### config.mk
export PLATFORM = sky130hd
export DESIGN_NAME = decode_stage_sb
export DESIGN_NICKNAME = d
export VERILOG_FILES = /design/src/rtl/decode_pkg.sv /design/src/rtl/decode_stage_sb_comb.sv /design/src/rtl/decode_stage_sb.sv
export SDC_FILE = /design/constraint.sdc
export NUM_CORES = 1
export LEC_CHECK = 0
export BUFFER_PORTS_ARGS = -buffer_cell sky130_fd_sc_hd__buf_2
export CORE_MARGIN = 8
export CORE_UTILIZATION = 43
export DETAILED_ROUTE_END_ITERATION = 8
export GPL_ROUTABILITY_DRIVEN = 0
export GPL_TIMING_DRIVEN = 0
export PLACE_DENSITY = 0.74
export SYNTH_ARGS = -nofsm -noshare
export SYNTH_HDL_FRONTEND = slang
export SYNTH_SLANG_ARGS = --single-unit
### constraint.sdc
create_clock -name clk -period 5.15 [get_ports clk]
set_input_delay 0.2575 -clock clk [delete_from_list [all_inputs] [get_ports clk]]
set_output_delay 0.2575 -clock clk [all_outputs]
set_load 0.02 [all_outputs]
### src/rtl/decode_pkg.sv
// Shared types and helpers for the registered 16-bit decode stage.
package decode_pkg;

    localparam int CTRL_PC_W = 8;

    localparam logic [2:0] OP_NOP = 3'b000;
    localparam logic [2:0] OP_B   = 3'b010;
    localparam logic [2:0] OP_LDR = 3'b011;
    localparam logic [2:0] OP_STR = 3'b100;
    localparam logic [2:0] OP_ALU = 3'b101;
    localparam logic [2:0] OP_MOV = 3'b110;

    localparam logic [1:0] ALU_ADD = 2'b00;
    localparam logic [1:0] ALU_CMP = 2'b01;
    localparam logic [1:0] ALU_AND = 2'b10;
    localparam logic [1:0] ALU_MVN = 2'b11;

    localparam logic [1:0] B_BX  = 2'b00;
    localparam logic [1:0] B_RSV = 2'b01;
    localparam logic [1:0] B_BLX = 2'b10;
    localparam logic [1:0] B_BL  = 2'b11;

    localparam int T_ALU  = 0;
    localparam int T_LDR  = 1;
    localparam int T_STR  = 2;
    localparam int T_BL   = 3;
    localparam int T_BX   = 4;
    localparam int T_BLX  = 5;
    localparam int T_BRSV = 6;

    localparam int U_RD = 0;
    localparam int U_RN = 1;
    localparam int U_RM = 2;

    typedef struct packed {
        logic [2:0]           opcode;
        logic [CTRL_PC_W-1:0] pc;
        logic                 asel;
        logic                 bsel;
        logic                 loads;
        logic [1:0]           aluop;
        logic [1:0]           shift;
        logic                 write;
        logic [2:0]           writenum;
    } ctrl_t;

    function automatic logic [15:0] sext8(input logic [7:0] v);
        return {{8{v[7]}}, v};
    endfunction

    function automatic logic [15:0] sext5(input logic [4:0] v);
        return {{11{v[4]}}, v};
    endfunction

endpackage

### src/rtl/decode_stage_sb_comb.sv
// Pure combinational decoder: one 16-bit instruction to control,
// register numbers, read flags, one-hot type and 16-bit immediate.
module decode_comb
    import decode_pkg::*;
(
    input  logic [15:0]          ir,
    input  logic [CTRL_PC_W-1:0] pc,
    output ctrl_t                ctrl,
    output logic [2:0]           rm,
    output logic [2:0]           rn,
    output logic [2:0]           rd,
    output logic [2:0]           used,
    output logic [6:0]           typ,
    output logic [15:0]          imm
);

    logic [2:0] op;
    logic [1:0] sub;

    assign op  = ir[15:13];
    assign sub = ir[12:11];

    always_comb begin
        ctrl        = '0;
        ctrl.opcode = op;
        ctrl.pc     = pc;
        rm          = '0;
        rn          = '0;
        rd          = ir[7:5];
        used        = '0;
        typ         = '0;
        imm         = '0;
        unique case (op)
            OP_NOP: begin
            end
            OP_MOV: begin
                ctrl.write = 1'b1;
                ctrl.bsel  = 1'b1;
                if (sub == 2'b10) begin
                    ctrl.asel     = 1'b1;
                    ctrl.writenum = ir[10:8];
                    imm           = sext8(ir[7:0]);
                end else begin
                    ctrl.writenum = ir[7:5];
                    ctrl.shift    = ir[4:3];
                    rm            = ir[2:0];
                    used          = 3'b100;
                end
            end
            OP_ALU: begin
                ctrl.aluop = sub;
                ctrl.shift = ir[4:3];
                rn         = ir[10:8];
                rm         = ir[2:0];
                typ[T_ALU] = 1'b1;
                unique case (sub)
                    ALU_CMP: begin
                        ctrl.loads = 1'b1;
                        used       = 3'b110;
                    end
                    ALU_MVN: begin
                        ctrl.write    = 1'b1;
                        ctrl.writenum = ir[7:5];
                        used          = 3'b100;
                    end
                    default: begin
                        ctrl.write    = 1'b1;
                        ctrl.writenum = ir[7:5];
                        used          = 3'b110;
                    end
                endcase
            end
            OP_STR: begin
                ctrl.bsel  = 1'b1;
                rm         = ir[10:8];
                imm        = sext5(ir[4:0]);
                used       = 3'b101;
                typ[T_STR] = 1'b1;
            end
            OP_LDR: begin
                ctrl.bsel     = 1'b1;
                ctrl.write    = 1'b1;
                ctrl.writenum = ir[7:5];
                rm            = ir[10:8];
                imm           = sext5(ir[4:0]);
                used          = 3'b100;
                typ[T_LDR]    = 1'b1;
            end
            OP_B: begin
                unique case (sub)
                    B_BL: begin
                        ctrl.write    = 1'b1;
                        ctrl.writenum = 3'd7;
                        imm           = sext8(ir[7:0]);
                        typ[T_BL]     = 1'b1;
                    end
                    B_BX: begin
                        used      = 3'b001;
                        typ[T_BX] = 1'b1;
                    end
                    B_BLX: begin
                        ctrl.write    = 1'b1;
                        ctrl.writenum = 3'd7;
                        used          = 3'b001;
                        typ[T_BLX]    = 1'b1;
                    end
                    default: typ[T_BRSV] = 1'b1;
                endcase
            end
            default: typ[T_BRSV] = 1'b1;
        endcase
    end

endmodule

### src/rtl/decode_stage_sb.sv
// Registered decode stage with valid/ready handshake, per-register
// in-flight write scoreboard and a saturating stall counter.
module decode_stage_sb
    import decode_pkg::*;
#(
    parameter int DATA_W       = 16,
    parameter int PC_W         = 8,
    parameter int NREG         = 8,
    parameter int MAX_INFLIGHT = 3,
    parameter int FWD_ALU      = 1
) (
    input  logic              clk,
    input  logic              rst,
    input  logic              in_valid,
    output logic              in_ready,
    input  logic [15:0]       in_ir,
    input  logic [PC_W-1:0]   in_pc,
    output logic              out_valid,
    input  logic              out_ready,
    output ctrl_t             out_ctrl,
    output logic [2:0]        out_rm,
    output logic [2:0]        out_rn,
    output logic [2:0]        out_rd,
    output logic [2:0]        out_used,
    output logic [6:0]        out_type,
    output logic [DATA_W-1:0] out_sximm,
    input  logic              flush,
    input  logic              wb_valid,
    input  logic [2:0]        wb_num,
    input  logic              wb_is_load,
    output logic [31:0]       stall_cnt
);

    localparam int CW = $clog2(MAX_INFLIGHT + 1);
    localparam logic [CW-1:0] CNT_MAX = CW'(MAX_INFLIGHT);

    ctrl_t       dec_ctrl;
    logic [2:0]  dec_rm, dec_rn, dec_rd, dec_used;
    logic [6:0]  dec_type;
    logic [15:0] dec_imm;

    decode_comb u_dec (
        .ir   (in_ir),
        .pc   (CTRL_PC_W'(in_pc)),
        .ctrl (dec_ctrl),
        .rm   (dec_rm),
        .rn   (dec_rn),
        .rd   (dec_rd),
        .used (dec_used),
        .typ  (dec_type),
        .imm  (dec_imm)
    );

    logic              out_valid_q, out_valid_d;
    ctrl_t             ctrl_q, ctrl_d;
    logic [2:0]        rm_q, rm_d, rn_q, rn_d, rd_q, rd_d;
    logic [2:0]        used_q, used_d;
    logic [6:0]        type_q, type_d;
    logic [DATA_W-1:0] sximm_q, sximm_d;
    logic [31:0]       stall_q, stall_d;
    logic [CW-1:0]     wr_cnt_q [NREG];
    logic [CW-1:0]     wr_cnt_d [NREG];
    logic [CW-1:0]     ld_cnt_q [NREG];
    logic [CW-1:0]     ld_cnt_d [NREG];
    logic [CW-1:0]     pend     [NREG];

    logic raw, waw_full, hazard;
    logic in_fire, out_fire;
    logic kill_w, kill_l, underflow;

    // With ALU bypass only outstanding loads block a reader.
    always_comb begin
        for (int r = 0; r < NREG; r++) begin
            pend[r] = (FWD_ALU != 0) ? ld_cnt_q[r] : wr_cnt_q[r];
        end
    end

    assign raw = (dec_used[U_RM] && pend[dec_rm] != '0)
              || (dec_used[U_RN] && pend[dec_rn] != '0)
              || (dec_used[U_RD] && pend[dec_rd] != '0);
    assign waw_full = dec_ctrl.write
                   && wr_cnt_q[dec_ctrl.writenum] == CNT_MAX;
    assign hazard   = raw || waw_full;
    assign in_ready = !rst && !flush && !hazard
                   && (!out_valid_q || out_ready);
    assign in_fire  = in_valid && in_ready;
    assign out_fire = out_valid_q && out_ready;
    assign kill_w   = flush && out_valid_q && ctrl_q.write;
    assign kill_l   = kill_w && type_q[T_LDR];

    always_comb begin
        out_valid_d = out_valid_q;
        ctrl_d      = ctrl_q;
        rm_d        = rm_q;
        rn_d        = rn_q;
        rd_d        = rd_q;
        used_d      = used_q;
        type_d      = type_q;
        sximm_d     = sximm_q;
        if (flush) begin
            out_valid_d = 1'b0;
        end else if (in_fire) begin
            out_valid_d = 1'b1;
            ctrl_d      = dec_ctrl;
            rm_d        = dec_rm;
            rn_d        = dec_rn;
            rd_d        = dec_rd;
            used_d      = dec_used;
            type_d      = dec_type;
            sximm_d     = DATA_W'($signed(dec_imm));
        end else if (out_fire) begin
            out_valid_d = 1'b0;
        end
    end

    // A flushed bundle never retires, so its claim is released here.
    always_comb begin
        int ws;
        int ls;
        ws        = 0;
        ls        = 0;
        underflow = 1'b0;
        for (int r = 0; r < NREG; r++) begin
            ws = int'(wr_cnt_q[r])
               + int'(in_fire && dec_ctrl.write
                      && dec_ctrl.writenum == 3'(r))
               - int'(wb_valid && wb_num == 3'(r))
               - int'(kill_w && ctrl_q.writenum == 3'(r));
            ls = int'(ld_cnt_q[r])
               + int'(in_fire && dec_type[T_LDR]
                      && dec_ctrl.writenum == 3'(r))
               - int'(wb_valid && wb_is_load && wb_num == 3'(r))
               - int'(kill_l && ctrl_q.writenum == 3'(r));
            if (ws < 0 || ls < 0) underflow = 1'b1;
            wr_cnt_d[r] = (ws < 0) ? '0 : CW'(ws);
            ld_cnt_d[r] = (ls < 0) ? '0 : CW'(ls);
        end
    end

    always_comb begin
        stall_d = stall_q;
        if (in_valid && !in_ready && !flush && stall_q != '1) begin
            stall_d = stall_q + 32'd1;
        end
    end

    always_ff @(posedge clk) begin
        if (rst) begin
            out_valid_q <= 1'b0;
            ctrl_q      <= '0;
            rm_q        <= '0;
            rn_q        <= '0;
            rd_q        <= '0;
            used_q      <= '0;
            type_q      <= '0;
            sximm_q     <= '0;
            stall_q     <= '0;
            for (int r = 0; r < NREG; r++) begin
                wr_cnt_q[r] <= '0;
                ld_cnt_q[r] <= '0;
            end
        end else begin
            out_valid_q <= out_valid_d;
            ctrl_q      <= ctrl_d;
            rm_q        <= rm_d;
            rn_q        <= rn_d;
            rd_q        <= rd_d;
            used_q      <= used_d;
            type_q      <= type_d;
            sximm_q     <= sximm_d;
            stall_q     <= stall_d;
            wr_cnt_q    <= wr_cnt_d;
            ld_cnt_q    <= ld_cnt_d;
        end
    end

    a_no_underflow: assert property (
        @(posedge clk) disable iff (rst) !underflow
    );

    assign out_valid = out_valid_q;
    assign out_ctrl  = ctrl_q;
    assign out_rm    = rm_q;
    assign out_rn    = rn_q;
    assign out_rd    = rd_q;
    assign out_used  = used_q;
    assign out_type  = type_q;
    assign out_sximm = sximm_q;
    assign stall_cnt = stall_q;

endmodule
==> metrics.md, run 1 <==
| Metric | Value |
|---|---|
| Ys flop type | `dfxtp_1` |
| Crit Path Max Fanout | `10` |
| Syn Nets | `1044` |
| Area of the core | `17200 um2` |
| P per Cell Area | `267 nW/um2` |
| Top cells by count, synth | `dfxtp_1, nand2_1, ha_1, nor2_1, inv_1` |
| Crit path from | `ld_cnt_q[9]` |
| Antenna-violating nets left | `0` |
| Max Slew Vio Count | `0` |
| Maximum VDD drop | `0.214 mV` |
| Crit-path max cell delay | `0.41 ns` |
| LEAKAGE | `3.85 nW` |
| Post-DP HPWL | `16.6 mm` |
| Final setup fails | `0` |
| Final Skew | `0.00972 ns` |
| Worst Setup Slack post-DPL | `-0.202 ns` |
| DRC | `0` |
| Avg Cell Area, Syn | `8.31 um2` |
| Slew Limit Headroom | `53.5%` |
| Synth Instances | `905` |
| CP startpoint kind | `flip-flop` |
| Area leader, netlist | `dfxtp_1` |
| Design area | `9070 um2` |
| Sequential share of the synthesized area | `30.4%` |
| Area Growth Syn to Fin | `20.6%` |
| Hold Violations, Final | `0` |
| Final WS setup | `0.387 ns` |
| Post-synth top area share | `30.4%` |
| Die W | `148 um` |
| Global-route wire length before repair | `34.6 mm` |
| Layout Utilization | `52.8%` |
| Tcrit/Tclk final | `92.5%` |
| Net Sw Frac | `26.6%` |
| Top-count cell post-synth | `dfxtp_1` |
| Largest net degree at the start of global routing | `17` |
| Rows | `48` |
| Family with the most delay on the worst path | `simple AND/OR/NAND/NOR gates` |
| CTS Hold Bufs | `0` |
| Critical Path Sink Type | `flip-flop` |
| 1st-pass router iterations | `5` |
| Share of cells above drive strength 1 | `19.8%` |
| Slew @ Worst Pin | `0.698 ns` |
| RSZ-0062 raised after global routing | `false` |
| Crit path DAT | `5.12 ns` |
| Post-synth ARST share | `0%` |
| Yosys reg bits | `114` |
| Skew-Pair Late Insertion Delay | `0.43 ns` |
| H-tree depth | `4` |
| Starting Density | `43.8%` |
| CP Buf/Inv Count | `4` |
| Clock Sinks | `114` |
| Final Total Pwr | `2.42 mW` |
| RR Startpoint | `ld_cnt_q[9]` |
| CTS max path bufs | `2` |
| Vias per Instance | `5.53` |
| Post-synthesis cell type count | `72` |
| Pint | `1.78 mW` |
| Peak Freq | `210 MHz` |
| Initial antenna violation count | `0` |
| Hold crit path type | `in -> reg` |
| Root Buffer | `clkbuf_16` |
| CTS tree | `built` |
| Nets | `1187` |
| Critical path, cell by cell | `or2_1, mux2_2, a211oi_1, a21oi_1, a2111oi_2, nand4_1, or3_1, clkbuf_1, clkbuf_4, nor3_4, nand2_1, ha_1, inv_1, ha_1, inv_1, fa_1, ha_1, a211oi_1, nor2b_1` |
| Ports | `125` |
| Drt wl/cell | `16.7 um` |
| EDFF count, synth | `0` |
| Total congestion overflow | `0` |
| Routed wire length | `21.5 mm` |
| Clock Power Share | `49.9%` |
| Post-DP Area | `8410 um2` |
| Synth Cell Area | `7520 um2` |
| Antenna Cells | `0` |
| WS Path Type | `reg -> reg` |
| Dominant cells by area after synthesis | `dfxtp_1, ha_1, nand2_1` |
| Vias in the first global route | `6757` |
| DR vias | `7100` |
| Data required time at the worst endpoint | `5.51 ns` |
| GRT Overall Usage | `19.7%` |
| Number of port buffers | `123` |
| DIE HEIGHT | `148 um` |
| P_sw | `0.644 mW` |
| Initial DRC Count | `464` |
| Slowest stage cell, crit path | `fa_1` |
| Critical Path Most Common Cell | `ha_1` |
| Clock transition at path regs | `0.06 ns` |
| Die ar. | `22000 um2` |
| Final Critical Period | `4.76 ns` |
| Hold Worst Slack | `0.0710 ns` |
| Hold path start | `in_pc[2]` |
| CTS Buf Count | `17` |
| Maxcap violations | `0` |
| Logic gate share of total power | `12.0%` |
| Sequential share of power | `38.1%` |
| Syn. warnings | `0` |
| Status | `finished clean` |
==> registers in the layout (all words and copies together), names as in the netlist <==
register   flops
ld_cnt_q      16
out_ctrl      22
out_rd         3
out_rm         3
out_rn         3
out_sximm      8
out_type       7
out_used       3
out_valid      1
stall_cnt     32
wr_cnt_q      16
==> through the flow <==
step | cells | TNS, ns
final | 1285 | 0
after global routing | 1285 | 0
after floorplan | 905 | 0
after global placement | 1253 | -1.66
after detailed placement | 1253 | -1.97
after CTS | 1284 | 0
==> worst paths after layout <==
path                            cells after the start      endpoint  slack, ns
worst max-delay path                               19  wr_cnt_q[12]       0.39
worst min register to register                      2   out_ctrl[4]       0.45
worst min-delay path                                3  out_ctrl[13]       0.07
worst max register to register                     19  wr_cnt_q[12]       0.39
==> cell families after synthesis <==
family	Yosys count	synth area share (%)
AOI/OAI and AO/OA	154	13.9
xor gates and xnor gates	15	1.75
adders and majority gates	105	19.1
buffers and inverters	121	6.79
DFF	114	30.4
muxes	17	2.91
and+or+nand+nor	379	25.2
==> worst min-delay path, delay by kind of cell <==
kind / cells / cell delay (ns)
buffers and inverters: 1 / 0.09
AOI/OAI and AO/OA: 1 / 0.05
and+or+nand+nor: 1 / 0.04
==> power groups by stage <==
| stage | logic (mW) | clock network [mW] | registers (mW) |
|---|---|---|---|
| 4_1_cts | 0.284 | 1.22 | 0.923 |
| 6_report | 0.290 | 1.21 | 0.923 |
| 3_3_place_gp | 0.277 | 0 | 0.941 |
| 5_1_grt | 0.321 | 1.26 | 0.926 |
| 2_1_floorplan | 0.173 | 0 | 0.953 |
| 3_5_place_dp | 0.282 | 0 | 0.942 |
==> metal layers <==
metal,share of wire (%),GRT usage (%),vias up,wire [um]
li1,-,-,3429,-
met1,40,23.4,3305,8660
met2,47,33.1,315,10100
met3,9.4,4.65,51,2010
met4,3.3,9.03,0,715
met5,0,0,-,0
==> layout by cell type (no fill, tap or decap), drive strengths merged, types with 3 or more instances in the layout <==
cell,count
buf,153
dfxtp,114
nand2,110
ha,89
nor2,83
inv,72
a21oi,57
clkbuf,42
nor2b,41
nand3,31
nor3,20
fa,16
o21ai,16
nor4,15
and3,14
xnor2,14
o21a,12
nand4,12
a221oi,12
nand2b,11
or3,11
o31a,10
mux2,9
a211oi,8
or4,7
o31ai,7
nand3b,5
mux2i,5
nor3b,5
o211ai,5
clkinvlp,4
and3b,3
mux4,3
o221ai,3
bufinv,3
or2,3
o311ai,3
==> final cells by class <==
type | instances | area [um2]
clock buffers | 19 | 443
repair buffers | 124 | 623
fillers | 1602 | 8110
plain buffers | 52 | 255
clock inverters | 12 | 156
inverters | 69 | 259
multi-input cells | 670 | 4770
flip-flops and latches | 114 | 2280
well taps | 225 | 282
==> repair_timing <==
action	in CTS	in global routing
setup endpoints to repair	0	23
buffers inserted	0	1
resized for setup	0	12
Power figures use the tool's default switching activity.
==> run 2: changes to the inputs <==
Settings changed: CORE_ASPECT_RATIO from default to 1.1.
==> run 2 against run 1 <==
Combinational power decreased by 1%. Power fell by 0.99%. Cell count is 0.70% higher. Register-to-register slack worse by 0.07 ns. Critical path depth is the same. Worst hold slack better by 0.0039 ns.
==> metrics.md, run 2 (synthesis results as in run 1) <==
| Metric | Value |
|---|---|
| Peak Freq | `207 MHz (-1.3%)` |
| Skew-Pair Late Insertion Delay | `0.42 ns (about the same)` |
| Data required time at the worst endpoint | `5.51 ns (about the same)` |
| RSZ-0062 raised after global routing | `false` |
| Slew @ Worst Pin | `0.746 ns (+0.0478 ns)` |
| Post-CTS setup buffers | `0 (unchanged)` |
| Design area | `9030 um2 (-0.36%)` |
| CTS max path bufs | `2 (unchanged)` |
| Clock Sinks | `114 (unchanged)` |
| Routed wire length | `21.3 mm (-0.65%)` |
| Die ar. | `22000 um2 (about the same)` |
| CTS Hold Bufs | `0 (unchanged)` |
| LEAKAGE | `3.84 nW (-0.40%)` |
| Resized cells post-CTS | `0 (unchanged)` |
| Critical Path Most Common Cell | `ha_1` |
| Rows | `50 (+4.2%)` |
| Crit Path Max Fanout | `10 (unchanged)` |
| DIE HEIGHT | `155 um (+4.4%)` |
| Max Slew Vio Count | `0 (unchanged)` |
| Critical path, cell by cell | `or2_0, mux2_2, a211oi_1, a21oi_1, a2111oi_1, nand4_1, or3_1, clkbuf_1, buf_2, nor3_2, nand2_1, ha_1, inv_1, ha_1, inv_1, fa_1, ha_1, a221oi_1, nor2b_1` |
| WS Path Type | `reg -> reg` |
| Ports | `125 (unchanged)` |
| Root Buffer | `clkbuf_16` |
| Initial antenna violation count | `0 (unchanged)` |
| CP Buf/Inv Count | `4 (unchanged)` |
| Final Skew | `0.00564 ns (-0.00408 ns)` |
| Nets | `1186 (-0.084%)` |
| Share of cells above drive strength 1 | `19.4% (-0.38 points)` |
| Initial DRC Count | `510 (+9.9%)` |
| Largest net degree at the start of global routing | `17 (unchanged)` |
| H-tree depth | `4 (unchanged)` |
| Area of the core | `17100 um2 (-0.57%)` |
| Total congestion overflow | `0 (unchanged)` |
| Fillers | `1624 (+1.4%)` |
| Critical Path Sink Type | `flip-flop` |
| Maximum VDD drop | `0.260 mV (+22%)` |
| 1st-pass router iterations | `5 (unchanged)` |
| Die W | `142 um (-4.2%)` |
| Final Critical Period | `4.83 ns (+0.0651 ns)` |
| Starting Density | `44.0% (+0.25 points)` |
| Antenna Cells | `0 (unchanged)` |
| CTS Buf Count | `17 (unchanged)` |
| Hold crit path type | `in -> reg` |
| Vias in the first global route | `7043 (+4.2%)` |
| Post-DP Area | `8430 um2 (+0.13%)` |
| Post-DP HPWL | `16.5 mm (-0.40%)` |
| Final setup fails | `0 (unchanged)` |
| Crit path DAT | `5.19 ns (+0.07 ns)` |
| Global-route wire length before repair | `34.7 mm (+0.40%)` |
| Commonest cells after routing, fill and taps aside | `buf_2, dfxtp_1, nand2_1` |
| CTS tree | `built` |
| DR vias | `7120 (+0.28%)` |
| Drt wl/cell | `16.5 um (-1.3%)` |
| Family with the most delay on the worst path | `simple AND/OR/NAND/NOR gates` |
| GRT Overall Usage | `19.6% (-0.11 points)` |
| Slew Limit Headroom | `49.8% (-3.6 points)` |
| CP startpoint kind | `flip-flop` |
| Hold Violations, Final | `0 (unchanged)` |
| Area Growth Syn to Fin | `20.2%` |
| Vias per Instance | `5.50 (-0.42%)` |
| Crit-path max cell delay | `0.41 ns (about the same)` |
| Antenna-violating nets left | `0 (unchanged)` |
| DRC | `0 (unchanged)` |
| Slowest stage cell, crit path | `a2111oi_1` |
| Tcrit/Tclk final | `93.7% (+1.3 points)` |
| Layout Utilization | `52.9% (+0.11 points)` |
| Clock transition at path regs | `0.06 ns (about the same)` |
| Most common cell after layout, fill and taps aside | `buf_2` |
| P per Cell Area | `266 nW/um2 (-0.63%)` |
| Max reg flops | `32 (unchanged)` |
| Maxcap violations | `0 (unchanged)` |
| Status | `finished clean` |
| Number of port buffers | `123 (unchanged)` |
## run 2: cell count changes in the layout (fill, tap and decap cells not counted), moves of 2 or more
cell / change
a221oi_1: +2
clkinv_4: +4
inv_6: -3
nor3_4: -2
nor3_2: +2
a221oi_2: -2
## run 2: stage by stage
stage               instances  hold WS [ns]  worst slack [ns]  setup TNS, ns  total power, mW
CTS                      1294        0.0602             0.157              0             2.41
global route             1294        0.0767           0.00857              0             2.49
detailed placement       1262         0.446           -0.0934         -0.264             1.22
floorplan                 905         0.334             0.973              0             1.13
global placement         1262         0.438           -0.0130        -0.0237             1.22
finish                   1294        0.0748             0.322              0             2.40
## run 2: cell type report
type	instances	area (um2)	share of cell area [%]
Tap cell	234	293	3.24
Timing Repair Buffer	123	616	6.81
Inverter	69	259	2.87
Buffer	52	253	2.80
Multi-Input combinational cell	670	4740	52.4
Sequential cell	114	2280	25.3
Clock inverter	13	163	1.80
Clock buffer	19	433	4.79
## run 2: routing by layer
metal,up-vias,GRT usage [%],wire length [um]
met5,-,0,0
met4,0,8.45,575
met3,50,5.33,1740
met2,248,33.8,10500
met1,3389,22.2,8530
li1,3433,-,-
## run 2: final timing paths
| kind | start | end | cells past startpoint | slack (ns) |
|---|---|---|---|---|
| max reg2reg | ld_cnt_q[9] | ld_cnt_q[11] | 19 | 0.32 |
| max | ld_cnt_q[9] | ld_cnt_q[11] | 19 | 0.32 |
| min | in_pc[4] | out_ctrl[15] | 3 | 0.07 |
| min reg2reg | out_sximm[1] | out_sximm[1] | 2 | 0.45 |
## run 2: worst register-to-register path, cell delays in order (launching register included)
cell and delay (ns):
dfxtp_1 0.35, or2_0 0.33, mux2_2 0.31, a211oi_1 0.23
a21oi_1 0.08, a2111oi_1 0.41, nand4_1 0.24, or3_1 0.35
clkbuf_1 0.17, buf_2 0.23, nor3_2 0.25, nand2_1 0.12
ha_1 0.29, inv_1 0.04, ha_1 0.18, inv_1 0.07
fa_1 0.41, ha_1 0.22, a221oi_1 0.32, nor2b_1 0.17
## run 2: report_power, final
group / leakage (nW) / internal [mW] / switching [mW]
Clock: 0.283 / 0.759 / 0.431
Combinational: 2.63 / 0.102 / 0.184
Sequential: 0.922 / 0.904 / 0.0193
Total: 3.84 / 1.76 / 0.635
==> run 3: changes to the inputs <==
==> constraint.sdc (replaced) <==
create_clock -name clk -period 5.15 [get_ports clk]
set_input_delay 0.515 -clock clk [delete_from_list [all_inputs] [get_ports clk]]
set_output_delay 0.515 -clock clk [all_outputs]
set_load 0.02 [all_outputs]
==> run 3 against run 2 <==
First-iteration DRC count up 9.8%. Clock power about the same. Clock-buffer cell count unchanged. Critical endpoint unchanged. Highest routed layer unchanged. Global-route usage unchanged. Routed wire length up 0.23%. Critical path depth unchanged. Register-to-register slack about the same.
==> metrics.md, run 3 (synthesis results as in run 1) <==
| Metric | Value |
|---|---|
| Status | `finished clean` |
| Nets | `1187 (+0.084%)` |
| Multi-input logic area | `4740 um2 (+0.11%)` |
| Area of the core | `17100 um2 (unchanged)` |
| Final Total Pwr | `2.41 mW (+0.32%)` |
| Slowest stage cell, crit path | `a2111oi_1` |
| Number of instances in the placed design | `1262 (unchanged)` |
| Commonest cells after routing, fill and taps aside | `buf_2, dfxtp_1, nand2_1` |
| Crit-path max cell delay | `0.42 ns (about the same)` |
| Critical Path Sink Type | `flip-flop` |
| Drt wl/cell | `16.5 um (+0.16%)` |
| Die W | `142 um (unchanged)` |
| R2R depth | `19 (unchanged)` |
| P_sw | `0.640 mW (+0.78%)` |
| Skew-Pair Late Insertion Delay | `0.42 ns (about the same)` |
| Total congestion overflow | `0 (unchanged)` |
| Vias per Instance | `5.52 (+0.40%)` |
| Clock transition at path regs | `0.06 ns (about the same)` |
| Root Buffer | `clkbuf_16` |
| Area Growth Syn to Fin | `20.6%` |
| Family with the most delay on the worst path | `simple AND/OR/NAND/NOR gates` |
| CP startpoint kind | `flip-flop` |
| Critical path depth | `19 (unchanged)` |
| Vias in the first global route | `7043 (unchanged)` |
| Routed wire length | `21.4 mm (+0.23%)` |
| P per Cell Area | `266 nW/um2 (about the same)` |
| Tcrit/Tclk final | `93.8% (about the same)` |
| Largest net degree at the start of global routing | `17 (unchanged)` |
| RR Startpoint | `ld_cnt_q[9]` |
| Max Slew Vio Count | `0 (unchanged)` |
| Worst Setup EP | `ld_cnt_q[11]` |
| Slew @ Worst Pin | `0.733 ns (-0.0128 ns)` |
| Number of port buffers | `123 (unchanged)` |
| Clock Power Share | `49.6% (about the same)` |
| CTS max path bufs | `2 (unchanged)` |
| WS Path Type | `reg -> reg` |
| Critical path, cell by cell | `or2_0, mux2_2, a211oi_1, a21oi_1, a2111oi_1, nand4_1, or3_1, clkbuf_1, buf_2, nor3_2, nand2_1, ha_1, inv_1, ha_1, inv_1, fa_1, ha_1, a221oi_1, nor2b_1` |
| H-tree depth | `4 (unchanged)` |
| Pint | `1.77 mW (+0.15%)` |
| Max reg flops | `32 (unchanged)` |
| Peak Freq | `207 MHz (about the same)` |
| Maximum VDD drop | `0.253 mV (-2.7%)` |
| Maxcap violations | `0 (unchanged)` |
| Clock Sinks | `114 (unchanged)` |
| DRC | `0 (unchanged)` |
| Fillers | `1622 (-0.12%)` |
| Initial antenna violation count | `0 (unchanged)` |
| Global-route wire length before repair | `34.7 mm (unchanged)` |
| RSZ-0062 raised after global routing | `false` |
| DIE HEIGHT | `155 um (unchanged)` |
| Hold crit path type | `in -> reg` |
| Hold Worst Slack | `0.331 ns (+0.256 ns)` |
| 1st-pass router iterations | `5 (unchanged)` |
| Slew Limit Headroom | `50.7% (+0.86 points)` |
| Post-DP Area | `8430 um2 (unchanged)` |
| Ports | `125 (unchanged)` |
| Crit path DAT | `5.19 ns (about the same)` |
| Share of cells above drive strength 1 | `19.6% (+0.17 points)` |
| Hold Violations, Final | `0 (unchanged)` |
| Initial DRC Count | `560 (+9.8%)` |
| Rows | `50 (unchanged)` |
| Design area | `9060 um2 (+0.30%)` |
| Starting Density | `44.0% (unchanged)` |
| Post-DP HPWL | `16.5 mm (unchanged)` |
| Crit path from | `ld_cnt_q[9]` |
| LEAKAGE | `3.85 nW (+0.27%)` |
| CTS tree | `built` |
| Antenna Cells | `0 (unchanged)` |
| Net Sw Frac | `26.6% (+0.12 points)` |
| Final non-filler cell total | `1295 (+0.077%)` |
| CP Buf/Inv Count | `4 (unchanged)` |
| Antenna-violating nets left | `0 (unchanged)` |
| Final Skew | `0.00491 ns (-0.000737 ns)` |
| Final Critical Period | `4.83 ns (+0.000673 ns)` |
| Final setup fails | `0 (unchanged)` |
| DR vias | `7154 (+0.48%)` |
| GRT Overall Usage | `19.6% (unchanged)` |
| Worst Setup Slack post-DPL | `-0.351 ns (-0.258 ns)` |
| Logic gate share of total power | `12.0% (about the same)` |
| Final WS setup | `0.321 ns (-0.000673 ns)` |
| Critical Path Most Common Cell | `ha_1` |
| CTS Buf Count | `17 (unchanged)` |
| Most common cell after layout, fill and taps aside | `buf_2` |
| Die ar. | `22000 um2 (unchanged)` |
| R2R Path End | `ld_cnt_q[11]` |
| Sequential cell area | `2280 um2 (unchanged)` |
| Data required time at the worst endpoint | `5.51 ns (about the same)` |
| R2R setup slack | `0.32 ns (about the same)` |
| Sequential share of power | `38.3% (-0.2 points)` |
| Crit Path Max Fanout | `10 (unchanged)` |
run 3: what timing repair did:
item / CTS / global route
setup endpoints to repair: 0 / 29
setup buffers: 0 / 1
gates resized for setup: 0 / 7
hold buffers: 0 / 0
run 3: metal layers:
layer	GRT usage (%)	vias up	routed length, um
met5	0	-	0
met4	8.45	0	519
met3	5.33	41	1920
met2	33.8	286	10500
met1	22.2	3398	8480
li1	-	3429	-
run 3: how the worst min path moves through the flow:
stage	from	endpoint	slack, ns	cells after the start
detailed placement	out_ctrl[21]	out_ctrl[21]	0.45	2
global route	in_pc[7]	out_ctrl[18]	0.33	3
CTS	in_pc[4]	out_ctrl[15]	0.32	3
global placement	out_ctrl[18]	out_ctrl[18]	0.44	2
floorplan	out_type[2]	out_type[2]	0.53	2
finish	in_pc[4]	out_ctrl[15]	0.33	3
run 3: power groups by stage:
stage | sequential, mW | combinational, mW | clock [mW]
detailed placement | 0.942 | 0.281 | 0
finish | 0.923 | 0.290 | 1.19
global placement | 0.941 | 0.276 | 0
global route | 0.925 | 0.319 | 1.25
CTS | 0.923 | 0.283 | 1.21
floorplan | 0.953 | 0.173 | 0
run 3: tightest hold or removal path: stages:
cell and delay [ns]:
buf_2 0.09, nand2_1 0.04, a21oi_1 0.05
run 3: cell type report:
type | instances | area share [%]
clock inverter | 13 | 1.79
tap | 234 | 3.23
multi-input combinational | 670 | 52.3
timing repair buffer | 124 | 7.01
clock buffer | 19 | 4.78
buffer | 52 | 2.82
inverter | 69 | 2.86
sequential | 114 | 25.2
run 3: metrics by stage:
stage | TNS, ns | util (%)
2_1_floorplan | 0 | -
3_5_place_dp | -3.07 | 49.3
6_report | 0 | 53.1
4_1_cts | 0 | 52.8
3_3_place_gp | -1.55 | 49.3
5_1_grt | 0 | 53.1
